<file path="config.mk">
export PLATFORM = sky130hd
export DESIGN_NAME = load_store_unit
export DESIGN_NICKNAME = d
export VERILOG_FILES = /design/src/rtl/cpu_mem_pkg.sv /design/src/rtl/lsu_byte_lane.sv /design/src/rtl/load_store_unit.sv
export SDC_FILE = /design/constraint.sdc
export NUM_CORES = 1
export LEC_CHECK = 0
export BUFFER_PORTS_ARGS = -buffer_cell sky130_fd_sc_hd__clkbuf_2
export CAP_MARGIN = 20
export CORE_MARGIN = 2
export CORE_UTILIZATION = 47
export DETAILED_ROUTE_END_ITERATION = 6
export PLACE_DENSITY = 0.77
export SLEW_MARGIN = 30
export SYNTH_ARGS = -nofsm -noshare
export SYNTH_HDL_FRONTEND = slang
export SYNTH_SLANG_ARGS = --single-unit
</file>
<file path="constraint.sdc">
create_clock -name clock -period 2.3 [get_ports clock]
set_clock_uncertainty 0.1 [all_clocks]
set_input_delay 0.115 -clock clock [delete_from_list [all_inputs] [get_ports clock]]
set_output_delay 0.115 -clock clock [all_outputs]
set_load 0.05 [all_outputs]
</file>
<file path="src/rtl/cpu_mem_pkg.sv">
// Shared types and constants for the CPU data-memory port.
package cpu_mem_pkg;

  localparam int MEM_BYTES = 64;
  localparam int DATA_W    = 16;

  typedef enum logic [2:0] {
    IDLE,
    READ,
    WRITE,
    RMW_RD,
    RMW_WR,
    DONE
  } lsu_state_t;

  typedef enum logic [1:0] {
    FLT_NONE  = 2'b00,
    FLT_ALIGN = 2'b01,
    FLT_RANGE = 2'b10
  } lsu_fault_t;

endpackage

</file>
<file path="src/rtl/lsu_byte_lane.sv">
// Byte-lane helper for the LSU: picks a byte out of a big-endian word for loads
// and splices a new byte into a word for read-modify-write stores.
module lsu_byte_lane
  import cpu_mem_pkg::*;
(
  input  logic [DATA_W-1:0] word_i,
  input  logic              lane_i,
  input  logic              signed_i,
  input  logic [7:0]        wbyte_i,
  output logic [DATA_W-1:0] load_o,
  output logic [DATA_W-1:0] merge_o
);

  logic [7:0] selByte;

  // Even byte address is the high half of the word (big-endian).
  always_comb begin
    selByte = lane_i ? word_i[7:0] : word_i[15:8];
    load_o  = {{8{signed_i & selByte[7]}}, selByte};
    merge_o = lane_i ? {word_i[15:8], wbyte_i} : {wbyte_i, word_i[7:0]};
  end

endmodule

</file>
<file path="src/rtl/load_store_unit.sv">
// Load/store unit: initiator side of the data-memory port with byte access,
// read-modify-write byte stores and alignment/range fault checks.
module load_store_unit #(
  parameter int MEM_BYTES = cpu_mem_pkg::MEM_BYTES,
  parameter int DATA_W    = cpu_mem_pkg::DATA_W
) (
  input  logic              clock,
  input  logic              reset_n,
  input  logic              req_valid,
  output logic              req_ready,
  input  logic              req_write,
  input  logic              req_byte,
  input  logic              req_signed,
  input  logic [15:0]       req_addr,
  input  logic [DATA_W-1:0] req_wdata,
  output logic              resp_valid,
  output logic [DATA_W-1:0] resp_rdata,
  output logic [1:0]        resp_fault,
  output logic [31:0]       mem_addr,
  output logic [DATA_W-1:0] mem_wdata,
  output logic              mem_read,
  output logic              mem_write,
  input  logic [DATA_W-1:0] mem_rdata
);
  import cpu_mem_pkg::*;

  lsu_state_t        state_q, state_d;
  lsu_fault_t        fault_q, reqFault;
  logic              byte_q, signed_q;
  logic [15:0]       addr_q;
  logic [DATA_W-1:0] wdata_q, word_q, rdata_q;
  logic [DATA_W-1:0] laneWord, laneLoad, laneMerge;
  logic [16:0]       lastByte;
  logic [31:0]       alignedAddr;
  logic              accept;

  assign accept      = req_valid && (state_q == IDLE);
  assign alignedAddr = {16'd0, addr_q[15:1], 1'b0};
  assign laneWord    = (state_q == READ) ? mem_rdata : word_q;
  assign resp_rdata  = rdata_q;
  assign resp_fault  = fault_q;

  // Range is checked on the last byte touched and takes priority over alignment.
  always_comb begin
    lastByte = {1'b0, req_addr} + (req_byte ? 17'd0 : 17'd1);
    reqFault = FLT_NONE;
    if (lastByte >= 17'(MEM_BYTES)) begin
      reqFault = FLT_RANGE;
    end else if (!req_byte && req_addr[0]) begin
      reqFault = FLT_ALIGN;
    end
  end

  lsu_byte_lane u_lane (
    .word_i  (laneWord),
    .lane_i  (addr_q[0]),
    .signed_i(signed_q),
    .wbyte_i (wdata_q[7:0]),
    .load_o  (laneLoad),
    .merge_o (laneMerge)
  );

  always_ff @(posedge clock or negedge reset_n) begin
    if (!reset_n) begin
      state_q <= IDLE;
    end else begin
      state_q <= state_d;
    end
  end

  always_comb begin
    state_d = state_q;
    case (state_q)
      IDLE: begin
        if (accept) begin
          if (reqFault != FLT_NONE) begin
            state_d = DONE;
          end else if (!req_write) begin
            state_d = READ;
          end else if (req_byte) begin
            state_d = RMW_RD;
          end else begin
            state_d = WRITE;
          end
        end
      end
      READ, WRITE, RMW_WR: state_d = DONE;
      RMW_RD:              state_d = RMW_WR;
      DONE:                state_d = IDLE;
      default:             state_d = IDLE;
    endcase
  end

  always_comb begin
    req_ready  = 1'b0;
    resp_valid = 1'b0;
    mem_read   = 1'b0;
    mem_write  = 1'b0;
    mem_addr   = '0;
    mem_wdata  = '0;
    case (state_q)
      IDLE: req_ready = 1'b1;
      READ, RMW_RD: begin
        mem_read = 1'b1;
        mem_addr = alignedAddr;
      end
      WRITE: begin
        mem_write = 1'b1;
        mem_addr  = alignedAddr;
        mem_wdata = wdata_q;
      end
      RMW_WR: begin
        mem_write = 1'b1;
        mem_addr  = alignedAddr;
        mem_wdata = laneMerge;
      end
      DONE:    resp_valid = 1'b1;
      default: ;
    endcase
  end

  // Response fields only change on entry to DONE, so they hold between responses.
  always_ff @(posedge clock or negedge reset_n) begin
    if (!reset_n) begin
      byte_q   <= 1'b0;
      signed_q <= 1'b0;
      addr_q   <= '0;
      wdata_q  <= '0;
      word_q   <= '0;
      rdata_q  <= '0;
      fault_q  <= FLT_NONE;
    end else begin
      if (accept) begin
        byte_q   <= req_byte;
        signed_q <= req_signed;
        addr_q   <= req_addr;
        wdata_q  <= req_wdata;
        if (reqFault != FLT_NONE) begin
          rdata_q <= '0;
          fault_q <= reqFault;
        end
      end
      case (state_q)
        READ: begin
          rdata_q <= byte_q ? laneLoad : mem_rdata;
          fault_q <= FLT_NONE;
        end
        RMW_RD: word_q <= mem_rdata;
        WRITE, RMW_WR: begin
          rdata_q <= '0;
          fault_q <= FLT_NONE;
        end
        default: ;
      endcase
    end
  end

endmodule

</file>
==> flow_summary_export.csv <==
group,metric,value,unit
floorplanning,die-area,9395,sq um
floorplanning,die_y,96.93,microns
pwr,seqPwrFrac,24.8,%
global_route,grt_max_degree,55,
run_status,status,"complete, no violations",
detailed_routing,ant_nets,0,
worst_setup_path,path_cells,"buf_6 -> inv_4 -> ha_4 -> nand4_1 -> or4b_4 -> a2111o_1 -> nor4_4 -> buf_6 -> nand2_8 -> o311ai_1",
detailed_routing,routedWlPerCell,18.00,microns
timing,timing.fmax,438.2,MHz
final_layout,fin_nets,624,
logic_synthesis,synthTopCellsByCount,"dfrtp_1 (71), mux2_2 (53), nand2_1 (45)",
final_layout,n_antenna_cell,0,
logic_synthesis,synth_flop_cell,"dfrtp_1",
pwr,switching_share,49.99,%
timing,finalCritPeriodShare,99.22,%
clocking,cts-buffers-inserted,9,
timing,worst_pin_slew,0.5125,ns
worst_setup_path,worstPathMaxFanout,10,
pwr,power_per_cell_area,1451,nW/um^2
clocking,htree_levels,3,
placement,place_area,4862,sq um
clocking,cts_tree,"yes",
global_route,antenna_found_initial,0,
logic_synthesis,yosys-mux-area-fraction,16.92,%
global_route,grt_pass1_vias,3741,
logic_synthesis,async_flop_share,100.0,%
worst_setup_path,crit_buf_inv,3,
flow_run,cap_violations,0,
worst_setup_path,rrSetupSlack,0.19,ns
worst_setup_path,r2r_cells,8,
timing,period_needed,2.282,ns
worst_setup_path,cp-startpoint,"req_byte",
detailed_routing,dr.pass1.iters,5,
placement,pre_cts_ws,-0.2831,ns
worst_setup_path,worstPathArrival,2.41,ns
floorplanning,initial_core_util,48.91,%
logic_synthesis,synth_area_leaders,"dfrtp_1 (44%), mux2_2 (15%), a21oi_1 (4.3%)",
final_layout,area_growth,41.43,%
placement,port_buffers,106,
final_layout,drive_gt1_share,41.71,%
detailed_routing,drt-vias-per-instance,5.708,
floorplanning,die_w,96.93,microns
final_layout,fill_cells,564,
worst_setup_path,reg2reg_from,"state_q[0]$_DFFE_PN0P_",
logic_synthesis,synth_compound_area_share,14.77,%
pwr,pwr-share-comb,60.6,%
detailed_routing,drt_iter0_drc,366,
floorplanning,placementRows,33,
logic_synthesis,yosysUniqueCellTypes,43,
worst_setup_path,cp.required,2.43,ns
final_layout,final_util,69.17,%
global_route,grtUsageTotal,24.20,%
worst_setup_path,rr_endpoint,"resp_fault[0]$_DFFE_PN0P_",
worst_setup_path,worstSetupStartpointType,"input port",
clocking,clkLatencyLatePin,0.35,ns
final_layout,final_cell_area,5741,sq um
timing,drv_slew,0,
detailed_routing,vias,3870,
clocking,cts_sinks,71,
floorplanning,core_area,8299,sq um
worst_setup_path,end_kind,"register",
worst_setup_path,worst_path_max_delay_cell,"or4b_4",
pwr,p_sw,4.164,mW
logic_synthesis,netlist.area_leader.share,43.77,%
detailed_routing,routed_wirelength,12210,microns
logic_synthesis,avgSynthCellArea,9.852,sq um
global_route,grt_overflow_total,0,
logic_synthesis,synth-simple-area-share,16.86,%
min_path,hold_class,"input port to register",
timing,slew_headroom,65.84,%
logic_synthesis,syn_inst,412,
timing,final-hold-violation-count,0,
logic_synthesis,synth_top_family_by_area,"multiplexers",
logic_synthesis,synth.most_common_cell,"dfrtp_1",
pwr,clockPowerShare,14.6,%
logic_synthesis,synthXorXnorAreaFrac,0.2158,%
timing,fin_ws,0.01797,ns
detailed_routing,drcViolationCount,0,
worst_setup_path,endpoint,"resp_rdata[8]$_DFFE_PN0P_",
pwr,p_leak,2.615,nW
logic_synthesis,synth_top_area_cell,"dfrtp_1",
clocking,cts_root_buffer,"clkbuf_8",
worst_setup_path,crit_cells,10,
logic_synthesis,synth.ff_latch_count,71,
worst_setup_path,cp_common_cell,"buf_6",
logic_synthesis,synth_warnings,0,
worst_setup_path,critPathKind,"input port to register",
timing,fin_hold_ws,0.0007007,ns
logic_synthesis,synth_edf_count,0,
clocking,clock_path_buffers,2,
logic_synthesis,seq_area_frac_synth,43.77,%
placement,hpwl,7364,microns
logic_synthesis,syn_area,4059,sq um
global_route,grt_pass1_wl,18370,microns
pwr,ir_worst_vdd,0.7396,mV
clocking,clk_pin_slew,0.08,ns
worst_setup_path,crit_family,"simple AND/OR/NAND/NOR gates",
placement,place_congestion,0.8938,
worst_setup_path,cp_slowest_stage_delay,0.50,ns
pwr,p_int,4.165,mW
floorplanning,io_pins,124,
logic_synthesis,yosys.area_share.adder,0.6165,%
timing,setup_viol,0,
==> power groups by stage <==
stage | clock network [mW] | registers, mW | logic [mW]
finish | 1.22 | 2.07 | 5.05
global route | 1.27 | 2.13 | 5.33
CTS | 1.21 | 2.06 | 4.77
detailed placement | 0 | 2.08 | 4.68
global placement | 0 | 2.05 | 4.61
floorplan | 0 | 2.38 | 3.09
==> worst min path at each step <==
| stage | from | endpoint | slack [ns] | cells past startpoint |
|---|---|---|---|---|
| floorplan | reset_n | addr_q[0]$_DFFE_PN0P_ | -0.28 | 0 |
| global placement | reset_n | addr_q[1]$_DFFE_PN0P_ | -0.03 | 1 |
| detailed placement | reset_n | addr_q[1]$_DFFE_PN0P_ | -0.01 | 1 |
| CTS | req_addr[12] | addr_q[12]$_DFFE_PN0P_ | 0.0009 | 2 |
| global route | mem_rdata[10] | word_q[10]$_DFFE_PN0P_ | -0.003 | 2 |
| finish | mem_rdata[10] | word_q[10]$_DFFE_PN0P_ | 0.0007 | 2 |
==> registers in the layout, summed over array words and instances (netlist names) <==
name	count
addr_q	16
byte_q	1
resp_fault	2
resp_rdata	16
signed_q	1
state_q	3
wdata_q	16
word_q	16
==> routing by layer <==
| layer | vias to the layer above | GRT usage, % | wire length (microns) |
|---|---|---|---|
| met1 | 1841 | 31.08 | 4773 |
| met4 | 0 | 11.81 | 535 |
| li1 | 1723 | - | - |
| met3 | 56 | 3.757 | 879 |
| met5 | - | 0 | 0 |
| met2 | 250 | 39.90 | 6018 |
==> stage by stage <==
stage / setup TNS [ns] / total power, mW / cells
floorplan: -0.5952 / 5.473 / 428
global placement: -2.281 / 6.659 / 613
detailed placement: -3.942 / 6.762 / 613
CTS: 0 / 8.037 / 672
global route: -0.09369 / 8.731 / 678
finish: 0 / 8.329 / 678
==> timing repair <==
action                     in CTS  in global routing
resized for setup               3                 35
hold endpoints to repair       59                  1
buffers inserted                0                  4
setup endpoints to repair       4                 24
cloned                          0                  1
hold buffers                   43                  1
pin swaps                       0                  8
==> cell families after synthesis <==
| family | Yosys count |
|---|---|
| DFF | 71 |
| adders and majority gates | 2 |
| muxes | 62 |
| other | 1 |
| AOI/OAI and AO/OA | 83 |
| and+or+nand+nor | 138 |
| buffers and inverters | 54 |
| xor gates and xnor gates | 1 |
==> layout by cell type (no fill, tap or decap), types with 5 or more instances in the layout <==
cell type      count
a21oi_1           35
dfrtp_1           68
clkbuf_8           9
o311ai_2           5
nor2_1            30
clkbuf_2          96
a311oi_1           5
and2_1            18
dlygate4sd3_1     44
conb_1            17
buf_4             18
buf_12            10
o21ai_0           11
o41ai_2            7
inv_1              9
nor2_2             8
nand2b_1          11
mux2i_1            9
nand2_1           45
mux2_2            53
nand4_1            5
==> cell type report <==
cell class	count	area (sq um)	area share, %
multi-input cells	304	2256	39.30
well taps	105	131.4	2.289
clock inverters	5	106.4	1.853
repair buffers	172	1295	22.56
inverters	10	40.04	0.6975
flip-flops and latches	71	1780	31.02
clock buffers	11	131.4	2.289
Note: power is estimated with default switching activity, not from simulation.
